===== src/rtl/mips_pkg.sv =====
// ---------------------------------------------------------------------------
// mips_pkg
// Shared definitions for the ID/EX stage and its forwarding muxes:
//   - alu_op_e    : 4-bit ALU opcode encoding (add .. sltu)
//   - REG_ZERO    : architectural zero register index (never forwarded)
//   - ctrl_t      : registered control bundle travelling from ID into EX/MEM
//   - CTRL_BUBBLE : control bundle of an inserted bubble (everything off)
//   - gate_ctrl() : forces a control bundle to a bubble when it is not valid
// ---------------------------------------------------------------------------
package mips_pkg;

    typedef enum logic [3:0] {
        ALU_ADD  = 4'b0000,
        ALU_SUB  = 4'b0001,
        ALU_AND  = 4'b0010,
        ALU_OR   = 4'b0011,
        ALU_XOR  = 4'b0100,
        ALU_NOR  = 4'b0101,
        ALU_SLL  = 4'b0110,
        ALU_SRL  = 4'b0111,
        ALU_SLT  = 4'b1000,
        ALU_SLTU = 4'b1001
    } alu_op_e;

    // Register index 0 is hard-wired to zero; comparisons against it are
    // resized to the local index width where used.
    localparam int unsigned REG_ZERO = 0;

    typedef struct packed {
        logic valid;
        logic reg_write;
        logic mem_read;
        logic mem_write;
        logic mem_to_reg;
    } ctrl_t;

    localparam ctrl_t CTRL_BUBBLE = '0;

    // An empty decode slot must never carry live control into EX/MEM.
    function automatic ctrl_t gate_ctrl(input ctrl_t c);
        ctrl_t g;
        g = c;
        if (!c.valid) begin
            g = CTRL_BUBBLE;
        end
        return g;
    endfunction

endpackage : mips_pkg


===== src/rtl/fwd_mux.sv =====
// ---------------------------------------------------------------------------
// fwd_mux
// Priority operand-forwarding mux for one source register.
//   src_i            : registered source register index
//   reg_data_i       : registered register-file read data for that source
//   exm_reg_write_i  : EX/MEM result will be written back
//   exm_rd_i         : EX/MEM destination index
//   exm_result_i     : EX/MEM result value
//   mwb_reg_write_i  : MEM/WB value will be written back
//   mwb_rd_i         : MEM/WB destination index
//   mwb_data_i       : MEM/WB write-back value
//   data_o           : resolved operand value
// The younger producer (EX/MEM) always wins over MEM/WB; register 0 is
// never forwarded because its architectural value is constant zero.
// ---------------------------------------------------------------------------
module fwd_mux
    import mips_pkg::*;
#(
    parameter int DATA_W = 32,
    parameter int REG_AW = 5
) (
    input  logic [REG_AW-1:0] src_i,
    input  logic [DATA_W-1:0] reg_data_i,
    input  logic              exm_reg_write_i,
    input  logic [REG_AW-1:0] exm_rd_i,
    input  logic [DATA_W-1:0] exm_result_i,
    input  logic              mwb_reg_write_i,
    input  logic [REG_AW-1:0] mwb_rd_i,
    input  logic [DATA_W-1:0] mwb_data_i,
    output logic [DATA_W-1:0] data_o
);

    logic src_nonzero;
    logic exm_hit;
    logic mwb_hit;

    always_comb begin
        src_nonzero = (src_i != REG_AW'(REG_ZERO));
        exm_hit     = src_nonzero && exm_reg_write_i && (exm_rd_i == src_i);
        mwb_hit     = src_nonzero && mwb_reg_write_i && (mwb_rd_i == src_i);
    end

    always_comb begin
        if (exm_hit) begin
            data_o = exm_result_i;
        end else if (mwb_hit) begin
            data_o = mwb_data_i;
        end else begin
            data_o = reg_data_i;
        end
    end

endmodule : fwd_mux


===== src/rtl/id_ex_stage.sv =====
// ---------------------------------------------------------------------------
// id_ex_stage
// ID/EX pipeline register plus operand-forwarding front end for the EX ALU.
//   Inputs from decode (id_*)    : valid, rs/rt data, immediate, rs/rt/rd
//                                  indices, uses_rt, alu_op, alu_src and the
//                                  four control bits.
//   flush                        : squash the decode slot (load a bubble).
//   hold                         : downstream stall, freeze this stage.
//   exm_* / mwb_*                : forwarding sources from EX/MEM and MEM/WB.
//   operand1/operand2/alu_op     : to the ALU.
//   ex_valid, ex_reg_write, ex_mem_read, ex_mem_write, ex_mem_to_reg, ex_rd
//                                : registered control consumed downstream.
//   ex_store_data                : forwarded rt value for stores.
//   stall                        : freeze PC and IF/ID this cycle.
//   bubble_count                 : saturating count of load-use bubbles.
// ---------------------------------------------------------------------------
module id_ex_stage
    import mips_pkg::*;
#(
    parameter int DATA_W = 32,
    parameter int REG_AW = 5,
    parameter int CNT_W  = 16
) (
    input  logic              clk,
    input  logic              rst_n,

    input  logic              id_valid,
    input  logic [DATA_W-1:0] id_rs_data,
    input  logic [DATA_W-1:0] id_rt_data,
    input  logic [DATA_W-1:0] id_imm,
    input  logic [REG_AW-1:0] id_rs,
    input  logic [REG_AW-1:0] id_rt,
    input  logic [REG_AW-1:0] id_rd,
    input  logic              id_uses_rt,
    input  logic [3:0]        id_alu_op,
    input  logic              id_alu_src,
    input  logic              id_reg_write,
    input  logic              id_mem_read,
    input  logic              id_mem_write,
    input  logic              id_mem_to_reg,

    input  logic              flush,
    input  logic              hold,

    input  logic              exm_reg_write,
    input  logic [REG_AW-1:0] exm_rd,
    input  logic [DATA_W-1:0] exm_result,
    input  logic              mwb_reg_write,
    input  logic [REG_AW-1:0] mwb_rd,
    input  logic [DATA_W-1:0] mwb_data,

    output logic [DATA_W-1:0] operand1,
    output logic [DATA_W-1:0] operand2,
    output logic [3:0]        alu_op,
    output logic              ex_valid,
    output logic              ex_reg_write,
    output logic              ex_mem_read,
    output logic              ex_mem_write,
    output logic              ex_mem_to_reg,
    output logic [REG_AW-1:0] ex_rd,
    output logic [DATA_W-1:0] ex_store_data,
    output logic              stall,
    output logic [CNT_W-1:0]  bubble_count
);

    // -----------------------------------------------------------------------
    // Pipeline register state
    // -----------------------------------------------------------------------
    ctrl_t             ctrl_q,    ctrl_d;
    logic [REG_AW-1:0] rs_q,      rs_d;
    logic [REG_AW-1:0] rt_q,      rt_d;
    logic [REG_AW-1:0] rd_q,      rd_d;
    logic [DATA_W-1:0] rs_data_q, rs_data_d;
    logic [DATA_W-1:0] rt_data_q, rt_data_d;
    logic [DATA_W-1:0] imm_q,     imm_d;
    logic [3:0]        alu_op_q,  alu_op_d;
    logic              alu_src_q, alu_src_d;
    logic [CNT_W-1:0]  cnt_q,     cnt_d;

    logic              hazard;
    ctrl_t             id_ctrl;
    logic [DATA_W-1:0] rs_fwd;
    logic [DATA_W-1:0] rt_fwd;

    // -----------------------------------------------------------------------
    // Load-use hazard: the load in EX cannot supply its data until MEM, so a
    // dependent instruction in ID must wait one cycle behind a bubble.
    // -----------------------------------------------------------------------
    always_comb begin
        hazard = ctrl_q.valid && ctrl_q.mem_read
              && (rd_q != REG_AW'(REG_ZERO))
              && id_valid
              && ((rd_q == id_rs) || (id_uses_rt && (rd_q == id_rt)));
        // A flush already discards the dependent instruction, and hold
        // freezes everything anyway, so neither needs IF/ID stalled here.
        stall  = hazard && !flush && !hold;
    end

    // -----------------------------------------------------------------------
    // Next-state selection: flush > hold > hazard bubble > capture
    // -----------------------------------------------------------------------
    always_comb begin
        id_ctrl = gate_ctrl('{valid:      id_valid,
                              reg_write:  id_reg_write,
                              mem_read:   id_mem_read,
                              mem_write:  id_mem_write,
                              mem_to_reg: id_mem_to_reg});

        // NOTE: every combinational output is given a default first so no
        // path through the if/else chain leaves one unassigned (no latches).
        ctrl_d    = ctrl_q;
        rs_d      = rs_q;
        rt_d      = rt_q;
        rd_d      = rd_q;
        rs_data_d = rs_data_q;
        rt_data_d = rt_data_q;
        imm_d     = imm_q;
        alu_op_d  = alu_op_q;
        alu_src_d = alu_src_q;
        cnt_d     = cnt_q;

        if (flush || (!hold && hazard)) begin
            // Bubble: indices and data are zeroed too, so rs/rt become r0
            // and the operands resolve to 0 without any forwarding.
            ctrl_d    = CTRL_BUBBLE;
            rs_d      = '0;
            rt_d      = '0;
            rd_d      = '0;
            rs_data_d = '0;
            rt_data_d = '0;
            imm_d     = '0;
            alu_op_d  = ALU_ADD;
            alu_src_d = 1'b0;
            // Only hazard bubbles are counted; a flush bubble is a redirect.
            if (!flush && (cnt_q != '1)) begin
                cnt_d = cnt_q + CNT_W'(1);
            end
        end else if (!hold) begin
            ctrl_d    = id_ctrl;
            rs_d      = id_rs;
            rt_d      = id_rt;
            rd_d      = id_rd;
            rs_data_d = id_rs_data;
            rt_data_d = id_rt_data;
            imm_d     = id_imm;
            alu_op_d  = id_alu_op;
            alu_src_d = id_alu_src;
        end
    end

    // NOTE: state registers use non-blocking assignments so every flop
    // samples its _d value from before the edge, independent of order.
    always_ff @(posedge clk or negedge rst_n) begin
        if (!rst_n) begin
            ctrl_q    <= CTRL_BUBBLE;
            rs_q      <= '0;
            rt_q      <= '0;
            rd_q      <= '0;
            rs_data_q <= '0;
            rt_data_q <= '0;
            imm_q     <= '0;
            alu_op_q  <= ALU_ADD;
            alu_src_q <= 1'b0;
            cnt_q     <= '0;
        end else begin
            ctrl_q    <= ctrl_d;
            rs_q      <= rs_d;
            rt_q      <= rt_d;
            rd_q      <= rd_d;
            rs_data_q <= rs_data_d;
            rt_data_q <= rt_data_d;
            imm_q     <= imm_d;
            alu_op_q  <= alu_op_d;
            alu_src_q <= alu_src_d;
            cnt_q     <= cnt_d;
        end
    end

    // -----------------------------------------------------------------------
    // Forwarding on the registered sources; operands settle in the same
    // cycle as the exm_*/mwb_* inputs.
    // -----------------------------------------------------------------------
    fwd_mux #(
        .DATA_W (DATA_W),
        .REG_AW (REG_AW)
    ) u_fwd_rs (
        .src_i           (rs_q),
        .reg_data_i      (rs_data_q),
        .exm_reg_write_i (exm_reg_write),
        .exm_rd_i        (exm_rd),
        .exm_result_i    (exm_result),
        .mwb_reg_write_i (mwb_reg_write),
        .mwb_rd_i        (mwb_rd),
        .mwb_data_i      (mwb_data),
        .data_o          (rs_fwd)
    );

    fwd_mux #(
        .DATA_W (DATA_W),
        .REG_AW (REG_AW)
    ) u_fwd_rt (
        .src_i           (rt_q),
        .reg_data_i      (rt_data_q),
        .exm_reg_write_i (exm_reg_write),
        .exm_rd_i        (exm_rd),
        .exm_result_i    (exm_result),
        .mwb_reg_write_i (mwb_reg_write),
        .mwb_rd_i        (mwb_rd),
        .mwb_data_i      (mwb_data),
        .data_o          (rt_fwd)
    );

    // -----------------------------------------------------------------------
    // Outputs
    // -----------------------------------------------------------------------
    always_comb begin
        operand1      = rs_fwd;
        ex_store_data = rt_fwd;
        operand2      = alu_src_q ? imm_q : rt_fwd;
        alu_op        = alu_op_q;
        ex_valid      = ctrl_q.valid;
        ex_reg_write  = ctrl_q.reg_write;
        ex_mem_read   = ctrl_q.mem_read;
        ex_mem_write  = ctrl_q.mem_write;
        ex_mem_to_reg = ctrl_q.mem_to_reg;
        ex_rd         = rd_q;
        bubble_count  = cnt_q;
    end

endmodule : id_ex_stage


===== config.mk =====
export PLATFORM = sky130hd
export DESIGN_NAME = id_ex_stage
export DESIGN_NICKNAME = d
export VERILOG_FILES = /design/src/rtl/mips_pkg.sv /design/src/rtl/fwd_mux.sv /design/src/rtl/id_ex_stage.sv
export SDC_FILE = /design/constraint.sdc
export NUM_CORES = 1
export LEC_CHECK = 0
export ABC_AREA = 1
export BUFFER_PORTS_ARGS = -buffer_cell sky130_fd_sc_hd__buf_2
export CORE_ASPECT_RATIO = 1.1
export CORE_MARGIN = 3
export CORE_UTILIZATION = 50
export DETAILED_ROUTE_END_ITERATION = 6
export PLACE_DENSITY_LB_ADDON = 0.3
export SLEW_MARGIN = 20
export SYNTH_ARGS = -nofsm -noshare
export SYNTH_HDL_FRONTEND = slang
export SYNTH_SLANG_ARGS = --single-unit

===== constraint.sdc =====
create_clock -name clk -period 4.7 [get_ports clk]
set_clock_uncertainty 0.1 [all_clocks]
set_input_delay 0.235 -clock clk [delete_from_list [all_inputs] [get_ports clk]]
set_output_delay 0.235 -clock clk [all_outputs]
set_load 0.02 [all_outputs]

==> results.toml <==
[global_routing]
busiest_layer = "met2"
met2_usage_pct = 55.2
first_global_vias = 10041
antenna_found_initial = 2
grt_pass1_wl_mm = 51.6
overflow = 0
grtUsageMet1_pct = 41.8
track_usage_pct = 33.9
grt_max_degree = 101
grt_use_met3_pct = 9.36

[placement]
hpwl_mm = 22.2
place_area_mm2 = 0.0103
dpl.cell_count = 1774
io_buffer_count = 328
gp_congestion = 0.979
pre_cts_ws_ps = 1600

[drt]
drc_errors = 0
dr_total_vias = 10414
drt_wl_total_mm = 32.9
postRouteAntennaNets = 0
via_per_inst = 5.44
wl_per_cell_um = 17.2
dr.pass1.iters = 5
drt_iter0_drc = 1182

[cts]
h-tree-depth = 4
ctsLongestPathBuffers = 2
clkLatencyLatePin_ps = 420
cts_tree = "built"
cts_buffers = 17
cts_num_sinks = 137
ctsRootBufferMaster = "clkbuf_16"
post_cts_buffers = 0
clk_pin_slew_ps = 60

[setup_path]
cp.required_ps = 4370
reg2regPathDepth = 10
r2r_start = "ex_rd[2]"
worstPathArrival_ps = 3150
cp_max_fo = 33
crit_path_end_kind = "output pin"
cp-endpoint = "operand2[15]"
critPathKind = "flip-flop to output pin"
r2r-end = "rs_data_q[3]"
crit_path_start = "rt_q[3]"
critPathLaunchType = "flip-flop"
rrSetupSlack_ps = 2130

[sta]
holdWs_ps = 15.3
worst_slack_ps = 1220
worst_pin_slew_ps = 1000
finalCritPeriodShare_pct = 74.1
relSlewSlack_pct = 33.1
clock.fmax_mhz = 287
final-setup-viol-count = 0
slew_viol_final = 0
rsz0062_at_grt = "no"
final.setup.tns_ps = 0
hold_viol_final = 0
period_minus_slack_ps = 3480

[die]
core.rowCount = 49
io_pins = 329
initial_core_util_pct = 52.0
die_area_mm2 = 0.0190
fp.dieH_um = 144
dieWidth_um = 132
fp.coreArea_mm2 = 0.0167

[pwr]
p_leak_nw = 6.45
p_per_area_mw_per_mm2 = 309
total_power_mw = 3.69
max-vdd-ir-drop_mv = 0.394

[logic_synthesis]
synthArstFlopShare_pct = 100
ys_seq_area_share_pct = 39.5
synthMuxAreaShare_pct = 0
synth-xor-area-share_pct = 1.82
synth_top_family_by_area = "simple AND/OR/NAND/NOR gates"
synth-simple-area-share_pct = 39.6
synth_seq_cells = 137
yosysTopAreaCell = "dfrtp_1"
yosys-top-cells-area = "dfrtp_1 40%, nand2_1 21%, nand3_1 9.1%"
synthCells = 1287
synthesis.nets = 1490
ys_warn_count = 0
synth_commonest_cells = "492 x nand2_1, 158 x nand3_1, 137 x dfrtp_1"
syn_area_mm2 = 0.00868
synth_top_cell_area_share_pct = 39.5
synthFlopType = "dfrtp_1"
synth_most_common_cell = "nand2_1"
synth-edff-count = 0
synth-compound-area-share_pct = 9.07
synth_fa_ha_area_share_pct = 0.144
post_synth_num_cell_types = 29
syn_avg_cell_area_um2 = 6.74

[layout]
final_util_pct = 71.5
final_nets = 1873
area_growth_pct = 37.5
top_regs = "imm_q x32, rs_data_q x32, rt_data_q x32"
drive_gt1_share_pct = 23.7
final_cell_count_no_fill = 1916
final_cell_area_mm2 = 0.0119

[worst_hold_path]
holdCritPathClass = "input pin to flip-flop"

[job]
maxCapViolations = 0

[run_status]
status = "completed"
[metal layers]
metal | vias up | wire [um]
met2 | 651 | 15600
met5 | - | 0
met4 | 0 | 1610
li1 | 4876 | -
met1 | 4755 | 12500
met3 | 132 | 3220
[what timing repair did]
| action | CTS | global route |
|---|---|---|
| gates resized for setup | 0 | 0 |
| hold endpoints to repair | 201 | 0 |
| hold buffers | 106 | 0 |
[cell usage in the layout (no fill, tap or decap), types with 2 or more instances in the layout]
| cell | instances |
|---|---|
| diode_2 | 4 |
| o211ai_1 | 3 |
| dfrtp_1 | 137 |
| inv_6 | 2 |
| nand4_1 | 15 |
| nand2_2 | 2 |
| xnor2_1 | 10 |
| inv_2 | 14 |
| dlygate4sd3_1 | 106 |
| and2_1 | 32 |
| xor2_1 | 8 |
| buf_2 | 326 |
| nor2_1 | 38 |
| o21ai_1 | 32 |
| buf_4 | 13 |
| or2_1 | 2 |
| inv_1 | 95 |
| nand3b_1 | 32 |
| nor3_2 | 3 |
| clkinvlp_4 | 4 |
| nand3_1 | 158 |
| clkinv_4 | 4 |
| a21oi_1 | 118 |
| clkbuf_16 | 17 |
| nor2_2 | 4 |
| nor3_1 | 3 |
| nand2_1 | 491 |
| clkinv_2 | 2 |
[final cells by class]
| cell class | count | area, um^2 |
|---|---|---|
| fill | 1369 | 4750 |
| multi-input combinational | 958 | 4420 |
| sequential | 137 | 3430 |
| timing repair buffer | 446 | 2800 |
| clock buffer | 19 | 443 |
| inverter | 110 | 415 |
| tap | 229 | 287 |
| clock inverter | 13 | 123 |
| antenna | 4 | 10.0 |
[worst min path at each step]
| stage | start | to | cells past startpoint |
|---|---|---|---|
| 6_report | id_rs[2] | rs_q[2] | 3 |
| 5_1_grt | id_imm[26] | imm_q[26] | 3 |
| 4_1_cts | flush | bubble_count[12] | 4 |
| 3_5_place_dp | rst_n | rs_data_q[14] | 1 |
| 3_3_place_gp | rst_n | rs_data_q[14] | 1 |
| 2_1_floorplan | rst_n | alu_op[0] | 0 |
[worst max-delay path: stages (launching register included)]
cell and delay, ps:
dfrtp_1 410, inv_2 60, a21oi_1 130, nand2_1 100, nor2_4 650, nand2_2 620, nand2_1 260, nand3_1 140
nand3_1 130, nand2_1 60, buf_2 150
[logic make-up (layout without fill, tap and decap cells)]
kind of cell             count (synthesis)  after routing
flip-flops                             137            137
buffers and inverters                  192            588
AO/OA/AOI/OAI                          155            155
XOR/XNOR                                18             18
AND/OR/NAND/NOR                        784            784
other                                    0              4
adder cells (fa/ha/maj)                  1              1
[report_power, final]
group	internal [mW]	total, mW	leakage (nW)	switching, mW
clock network	0.745	1.28	0.266	0.539
registers	1.27	1.35	1.79	0.0893
logic	0.411	1.05	4.39	0.638
total	2.42	3.69	6.45	1.27
(Power assumes the default switching activity.)
